===== config.mk =====
export PLATFORM = sky130hd
export DESIGN_NAME = counter_mode_controller
export DESIGN_NICKNAME = d
export VERILOG_FILES = /design/src/rtl/counter_mode_controller_pkg.sv /design/src/rtl/counter_mode_controller_button.sv /design/src/rtl/counter_mode_controller.sv
export SDC_FILE = /design/constraint.sdc
export NUM_CORES = 1
export LEC_CHECK = 0
export CORE_MARGIN = 2
export CORE_UTILIZATION = 38
export DETAILED_ROUTE_END_ITERATION = 8
export GPL_TIMING_DRIVEN = 0
export PLACE_DENSITY = 0.66
export SYNTH_ARGS = -nofsm -noshare
export SYNTH_HDL_FRONTEND = slang
export SYNTH_SLANG_ARGS = --single-unit

===== constraint.sdc =====
create_clock -name CLOCK -period 4.8 [get_ports CLOCK]
set_input_delay 0.96 -clock CLOCK [delete_from_list [all_inputs] [get_ports CLOCK]]
set_output_delay 0.96 -clock CLOCK [all_outputs]
set_load 0.05 [all_outputs]

===== src/rtl/counter_mode_controller_pkg.sv =====
// counter_mode_controller_pkg: shared FSM state encodings and counter S-code constants
//   mode_t  : FSM states, also driven onto the Mode LEDs
//   S_*     : {S1,S0} codes presented to the universal counter
package counter_mode_controller_pkg;
   typedef enum logic [1:0] {
      HOLD = 2'b00,
      UP   = 2'b01,
      DOWN = 2'b10,
      LOAD = 2'b11
   } mode_t;
   localparam logic [1:0] S_HOLD = 2'b00;
   localparam logic [1:0] S_UP   = 2'b01;
   localparam logic [1:0] S_DOWN = 2'b10;
   localparam logic [1:0] S_LOAD = 2'b11;
endpackage


===== src/rtl/counter_mode_controller_button.sv =====
// button_debouncer: 2-FF synchronizer, debouncer and rising-edge press pulse for one button
//   CLOCK  : system clock, rising edge
//   Reset  : asynchronous, active-high
//   raw    : raw asynchronous pushbutton
//   press  : one-cycle pulse per debounced 0->1 transition
module button_debouncer #(
   parameter int DEBOUNCE_CYCLES = 1000000
) (
   input  logic CLOCK,
   input  logic Reset,
   input  logic raw,
   output logic press
);
   localparam int CW = $clog2(DEBOUNCE_CYCLES + 1);
   logic [1:0]    sync;
   logic          level;
   logic          level_q;
   logic          rise;
   logic [CW-1:0] cnt;
   // cnt counts consecutive cycles where the synchronized input disagrees with
   // level; the extra rise->press stage lands the pulse DEBOUNCE_CYCLES+3
   // edges after the first edge that samples raw high
   always_ff @(posedge CLOCK or posedge Reset) begin
      if (Reset) begin
         sync    <= '0;
         level   <= 1'b0;
         level_q <= 1'b0;
         rise    <= 1'b0;
         press   <= 1'b0;
         cnt     <= '0;
      end else begin
         sync    <= {sync[0], raw};
         level_q <= level;
         rise    <= level & ~level_q;
         press   <= rise;
         if (sync[1] == level)
            cnt <= '0;
         else if (cnt == CW'(DEBOUNCE_CYCLES - 1)) begin
            level <= sync[1];
            cnt   <= '0;
         end else
            cnt <= cnt + 1'b1;
      end
   end
endmodule


===== src/rtl/counter_mode_controller.sv =====
// counter_mode_controller: debounced button FSM selecting the mode of a universal counter
//   CLOCK, Reset              : system clock (rising) and asynchronous active-high reset
//   BtnUp/BtnDown/BtnHold/BtnLoad : raw pushbuttons
//   Switches                  : raw parallel-load value
//   S1, S0                    : counter mode select, pulsed with Tick in UP/DOWN
//   P                         : registered parallel-load value
//   Mode                      : current FSM state for LEDs
//   Tick                      : one-cycle prescaler strobe every TICK_DIV cycles
module counter_mode_controller
   import counter_mode_controller_pkg::*;
#(
   parameter int LENGTH          = 4,
   parameter int DEBOUNCE_CYCLES = 1000000,
   parameter int TICK_DIV        = 50000000
) (
   input  logic              CLOCK,
   input  logic              Reset,
   input  logic              BtnUp,
   input  logic              BtnDown,
   input  logic              BtnHold,
   input  logic              BtnLoad,
   input  logic [LENGTH-1:0] Switches,
   output logic              S1,
   output logic              S0,
   output logic [LENGTH-1:0] P,
   output logic [1:0]        Mode,
   output logic              Tick
);
   localparam int PW = $clog2(TICK_DIV + 1);
   logic [PW-1:0]     presc;
   logic [PW-1:0]     presc_next;
   logic              press_up;
   logic              press_down;
   logic              press_hold;
   logic              press_load;
   logic [LENGTH-1:0] sw_s1;
   logic [LENGTH-1:0] sw_s2;
   mode_t             state;
   mode_t             state_next;

   button_debouncer #(.DEBOUNCE_CYCLES(DEBOUNCE_CYCLES)) u_up   (.CLOCK(CLOCK), .Reset(Reset), .raw(BtnUp),   .press(press_up));
   button_debouncer #(.DEBOUNCE_CYCLES(DEBOUNCE_CYCLES)) u_down (.CLOCK(CLOCK), .Reset(Reset), .raw(BtnDown), .press(press_down));
   button_debouncer #(.DEBOUNCE_CYCLES(DEBOUNCE_CYCLES)) u_hold (.CLOCK(CLOCK), .Reset(Reset), .raw(BtnHold), .press(press_hold));
   button_debouncer #(.DEBOUNCE_CYCLES(DEBOUNCE_CYCLES)) u_load (.CLOCK(CLOCK), .Reset(Reset), .raw(BtnLoad), .press(press_load));

   // Tick is registered from the next count so it is high exactly while
   // presc == TICK_DIV-1 without a combinational decode glitch
   assign presc_next = (presc == PW'(TICK_DIV - 1)) ? '0 : presc + 1'b1;

   always_ff @(posedge CLOCK or posedge Reset) begin
      if (Reset) begin
         presc <= '0;
         Tick  <= 1'b0;
      end else begin
         presc <= presc_next;
         Tick  <= presc_next == PW'(TICK_DIV - 1);
      end
   end

   always_ff @(posedge CLOCK or posedge Reset) begin
      if (Reset) begin
         state <= HOLD;
         sw_s1 <= '0;
         sw_s2 <= '0;
         P     <= '0;
      end else begin
         state <= state_next;
         sw_s1 <= Switches;
         sw_s2 <= sw_s1;
         if (state != LOAD && press_load)
            P <= sw_s2;
      end
   end

   // LOAD lasts one cycle and swallows any presses; otherwise priority
   // Load > Hold > Down > Up
   always_comb begin
      state_next = state == LOAD ? HOLD
                 : press_load    ? LOAD
                 : press_hold    ? HOLD
                 : press_down    ? DOWN
                 : press_up      ? UP
                 : state;
      {S1, S0}   = state == UP   ? (S_UP & {2{Tick}})
                 : state == DOWN ? (S_DOWN & {2{Tick}})
                 : state == LOAD ? S_LOAD
                 : S_HOLD;
   end

   assign Mode = state;
endmodule


### Word-level counts from Yosys, hierarchy flattened

Cells that the tools add are included.

| storage, ports and cells | value |
|---|---|
| bits in read-only memories | 0 |
| memories kept | 0 |
| output and inout port bits | 9 |
| RAM bits | 0 |
| register bits | 145 |
| latch bits | 0 |

| cells by class | value |
|---|---|
| multipliers | 0 |
| $lt $le $gt $ge | 0 |
| div/mod/pow operators | 0 |
| equality and inequality tests | 14 |
| shift operators | 0 |
| reductions and logical operators | 6 |
| mux-type cells | 17 |
| bitwise logic cells | 12 |
| $add $sub $neg | 5 |

Operator list:

| cell | count |
|---|---|
| 20-bit 2-to-1 mux | 8 |
| 20-bit by 1-bit adder with 20-bit output, second input constant | 4 |
| 20-bit == test, second input constant | 4 |
| 26-bit == test, second input constant | 2 |
| 26-bit by 1-bit adder with 26-bit output, second input constant | 1 |
| 26-bit 2-to-1 mux | 1 |
| 2-bit 2-to-1 mux | 8 |
| 1-bit inverter | 8 |
| 2-bit AND reduction | 4 |
| 5-bit nonzero test | 1 |
| 1-bit AND | 4 |
| 1-bit == test | 4 |
| 2-bit == test, second input constant | 2 |
| 2-bit by 1-bit == test with 1-bit output, second input constant | 1 |
| 2-bit != test, second input constant | 1 |
| 1-bit logical AND | 1 |

### Logic depth before layout (Yosys ltp)

| depth | value |
|---|---|
| depth in word-level cells | 5 |
| mapped depth | 8 |

### Cells and area by module

Synthesis repeated with hierarchy kept, for this count alone.

| unflattened totals | value |
|---|---|
| cell total of the unflattened synthesis | 656 |
| area total of the unflattened synthesis | 7053.0 µm² |

By module, submodules not included:

| module | area each (µm²) | sequential area each (µm²) | cells each | times used |
|---|---|---|---|---|
| button_debouncer | 1231.2 | 650.6 | 112 | 4 |
| counter_mode_controller | 2128.3 | 1026.0 | 208 | 1 |

### Worst setup path before layout

OpenSTA, ideal clock, no wires.

| timing path | value |
|---|---|
| kind | reg2out |
| from | register state[0] (netlist: Mode[0]) |
| to | output port S1 |
| arrival time | 1.183 ns |
| stages on the path, launching flop included | 2 |
| buffers on the path | 0 |
| path slack | 2.657 ns |
| cells stage by stage | dfrtp_1 > o21a_1 |

| on the way | value |
|---|---|
| cells in the longest elaborated chain, start to end | 4 |
| elaborated cells on any way between the ends | 6 |
| those cells by class | eq/ne (3); mux (3) |

Ends and longest elaborated chain:

| element | RTL line | text |
|---|---|---|
| start: declaration | counter_mode_controller.sv:38 | `mode_t state;` |
| start signal: assignment | counter_mode_controller.sv:67 | `state <= state_next;` |
| 2-bit == test | counter_mode_controller.sv:86 | `: state == LOAD ? S_LOAD` |
| 2-bit 2-to-1 mux | counter_mode_controller.sv:86 |  |
| 2-bit 2-to-1 mux | counter_mode_controller.sv:85 | `: state == DOWN ? (S_DOWN & {2{Tick}})` |
| 2-bit 2-to-1 mux (*) | counter_mode_controller.sv:84 | `{S1, S0} = state == UP ? (S_UP & {2{Tick}})` |
| end: declaration | counter_mode_controller.sv:23 | `output logic S1,` |

Every way passes the cells marked *; elsewhere a longest branch is shown, timed or not.

### Worst setup path in the final report

| timing path | value |
|---|---|
| from | register state[0] (netlist: Mode[0]) |
| to | output port S0 |

| on the way | value |
|---|---|
| cells in the longest elaborated chain, start to end | 4 |
| elaborated cells on any way between the ends | 6 |
| those cells by class | eq/ne (3); mux (3) |

Ends and longest elaborated chain:

| element | RTL line | text |
|---|---|---|
| 2-bit == test | counter_mode_controller.sv:86 |  |
| 2-bit 2-to-1 mux | counter_mode_controller.sv:86 |  |
| 2-bit 2-to-1 mux | counter_mode_controller.sv:85 |  |
| 2-bit 2-to-1 mux (*) | counter_mode_controller.sv:84 |  |
| end: declaration | counter_mode_controller.sv:24 | `output logic S0,` |

Marks and branches as above.

==> results.sh <==
export IMPL_outcome="complete, no violations"
export IMPL_grt_pass1_vias=4379
export IMPL_syn2layout_area_growth_pct=18.3
export IMPL_synth_flop_cell="dfrtp_1"
export IMPL_cts_setup_buffers=0
export IMPL_max_cap_violations=0
export IMPL_worst_path_max_delay_cell="clkdlybuf4s50_1"
export IMPL_io_buffers=18
export IMPL_die_area_mm2=0.0180
export IMPL_synth_warnings=0
export IMPL_synth_most_common_cell="dfrtp_1"
export IMPL_path_cells="o21a_1, clkdlybuf4s50_1"
export IMPL_syn_nets=627
export IMPL_worstPathArrival_ns=1.87
export IMPL_cp_end_kind="output pin"
export IMPL_whs_path_depth=0
export IMPL_cts_hold_buf=0
export IMPL_p_total_mw=2.75
export IMPL_synth_seq_area_share_pct=56.3
export IMPL_powerDensity_mw_per_mm2=361
export IMPL_use_met3_pct=3.74
export IMPL_finalCritPeriodShare_pct=59.0
export IMPL_start_util_pct=38.8
export IMPL_clockBufferDepth=2
export IMPL_tightest_slew_ns=0.827
export IMPL_min_from="u_load.rise"
export IMPL_drc=0
export IMPL_clkTransAtPathRegs_ns=0.06
export IMPL_wirelength_mm=11.5
export IMPL_use_met2_pct=22.2
export IMPL_via_per_inst=4.96
export IMPL_grt_max_degree=44
export IMPL_drtIter0Drc=306
export IMPL_yosysTopAreaCellShare_pct=56.3
export IMPL_power_leakage_nw=3.31
export IMPL_synthTopCellsByArea="dfrtp_1 (56%), xor2_1 (8.4%), nor2_1 (7.4%)"
export IMPL_hold_ws_ns=0.345
export IMPL_fin_worst_skew_ns=0.00919
export IMPL_numCtsBuffers=17
export IMPL_rr_startpoint="presc[0]"
export IMPL_hold_path_class="reg -> reg"
export IMPL_cp_start_kind="flip-flop"
export IMPL_worstHoldEndpoint="u_load.press"
export IMPL_r2r_slack_ns=2.29
export IMPL_die_h_um=134
export IMPL_synth_largest_area_cell="dfrtp_1"
export IMPL_synth_avg_cell_area_um2=10.5
export IMPL_nNetsFinal=667
export IMPL_drtAntennaViolNets=0
export IMPL_busiest_layer="met2"
export IMPL_final_cell_area_mm2=0.00762
export IMPL_firstDrtPassIters=4
export IMPL_r2r_end="presc[14]"
export IMPL_ir_drop_mv=0.312
export IMPL_crit_path_max_incr_delay_ns=0.79
export IMPL_setup_tns_ns=0
export IMPL_fp_row_count=47
export IMPL_grt_use_total_pct=13.9
export IMPL_io_pins=19
export IMPL_yosys_cell_types_count=43
export IMPL_cts_sinks=145
export IMPL_synthTopCellsByCount="dfrtp_1 (145), nor2_1 (127), xor2_1 (62)"
export IMPL_vias=4393
export IMPL_post_dp_cell_area_mm2=0.00696
export IMPL_hold_viol=0
export IMPL_cts_htree_levels=4
export IMPL_async_flop_share_pct=100
export IMPL_slew_viol_final=0
export IMPL_fin_crit_ns=2.83
export IMPL_r2r_cells=7
export IMPL_hpwl_mm=8.01
export IMPL_syn_area_mm2=0.00644
export IMPL_met1_usage_pct=18.2
export IMPL_cts_tree="done"
export IMPL_cts_resized=0
export IMPL_maxSlewHeadroom_pct=44.4
export IMPL_core_area_mm2=0.0166
export IMPL_routabilityCongestion=0.805
export IMPL_clk_latency_ns=0.41
export IMPL_ys_ff_latch=145
export IMPL_finalSetupViolations=0
export IMPL_die_w_um=134
export IMPL_drive_gt1_share_pct=9.02
export IMPL_root_buffer="clkbuf_16"
export IMPL_worst_path_max_fanout=7
export IMPL_netlist_instances=612
export IMPL_synth_edff_count=0
export IMPL_diodes=0
export IMPL_crit_required_ns=3.84
export IMPL_fmax_mhz=353
export IMPL_critPathKind="reg -> out"
export IMPL_grt_overflow=0
export IMPL_rsz0062_at_grt="false"
export IMPL_antenna_found_initial=0
export IMPL_grt_pass1_wl_mm=20.3
export IMPL_wl_per_cell_um=13.0
## stage by stage
stage / cells / setup slack, ns / util, %
2_1_floorplan: 612 / 2.02 / -
3_3_place_gp: 850 / 0.900 / 41.6
3_5_place_dp: 853 / 2.18 / 42.0
4_1_cts: 885 / 1.93 / 45.9
5_1_grt: 885 / 1.88 / 45.9
6_report: 885 / 1.97 / 45.9
## cell type report
class	count	area (µm²)
Clock buffer	24	512
Inverter	11	45.0
Timing Repair Buffer	21	240
Multi-Input combinational cell	442	2700
Fill cell	1532	8960
Sequential cell	145	3630
Buffer	14	68.8
Clock inverter	8	148
Tap cell	220	275
## cells in the final DEF, fill, tap and decap left out, types with 5 or more instances in the layout
cell type,Yosys,routed
and3_1,13,13
and4_1,6,6
buf_2,7,7
clkbuf_1,6,7
clkbuf_16,0,17
clkbuf_8,0,6
clkdlybuf4s50_1,0,18
dfrtp_1,145,145
ha_1,5,5
inv_1,11,10
mux2_2,8,8
nand2_1,38,38
nand3_1,48,48
nand4_1,24,24
nor2_1,127,127
nor2b_1,5,5
nor3_1,8,8
nor4_1,13,13
xnor2_1,40,40
xor2_1,62,62
## critical path, delay by kind of cell, from the launching register on
family | cells | cell delay [ns]
flops | 1 | 0.49
buf+inv | 1 | 0.79
compound gates | 1 | 0.17
## logic make-up after synthesis
| family | count (synthesis) | share of synthesized area [%] |
|---|---|---|
| buffers and inverters | 25 | 1.71 |
| adders and majority gates | 5 | 0.971 |
| and+or+nand+nor | 313 | 24.1 |
| AOI/OAI and AO/OA | 13 | 1.40 |
| DFF | 145 | 56.3 |
| muxes | 8 | 1.40 |
| xor gates and xnor gates | 103 | 14.1 |
## worst max-delay path by stage
stage | startpoint | endpoint | slack, ns | cells past startpoint
after floorplan | Reset | Mode[0] | 2.02 | 1
after global placement | Reset | u_hold.cnt[11] | 0.90 | 2
after detailed placement | Reset | u_hold.cnt[12] | 2.18 | 5
after CTS | Mode[0] | S0 | 1.93 | 2
after global routing | Mode[0] | S0 | 1.88 | 2
final | Mode[0] | S0 | 1.97 | 2
## where the power goes
group          leakage (nW)  total, mW  internal (mW)  switching (mW)
registers              1.96       1.25           1.24          0.0117
clock network         0.315       1.44          0.953           0.483
logic                  1.03     0.0663         0.0230          0.0434
## registers in the layout, summed over array words and instances, names as in the netlist, 2 cells and up
name         count
presc           26
u_down.cnt      20
u_hold.cnt      20
u_load.cnt      20
u_up.cnt        20
P                4
sw_s1            4
sw_s2            4
Mode             2
u_down.sync      2
u_hold.sync      2
u_load.sync      2
u_up.sync        2
## routing by layer
layer,share of wire (%),vias to the layer above
li1,-,2146
met1,47,2189
met2,49,50
met3,3.2,8
met4,0.90,0
met5,0,-
Note: power is estimated with default switching activity, not from simulation.
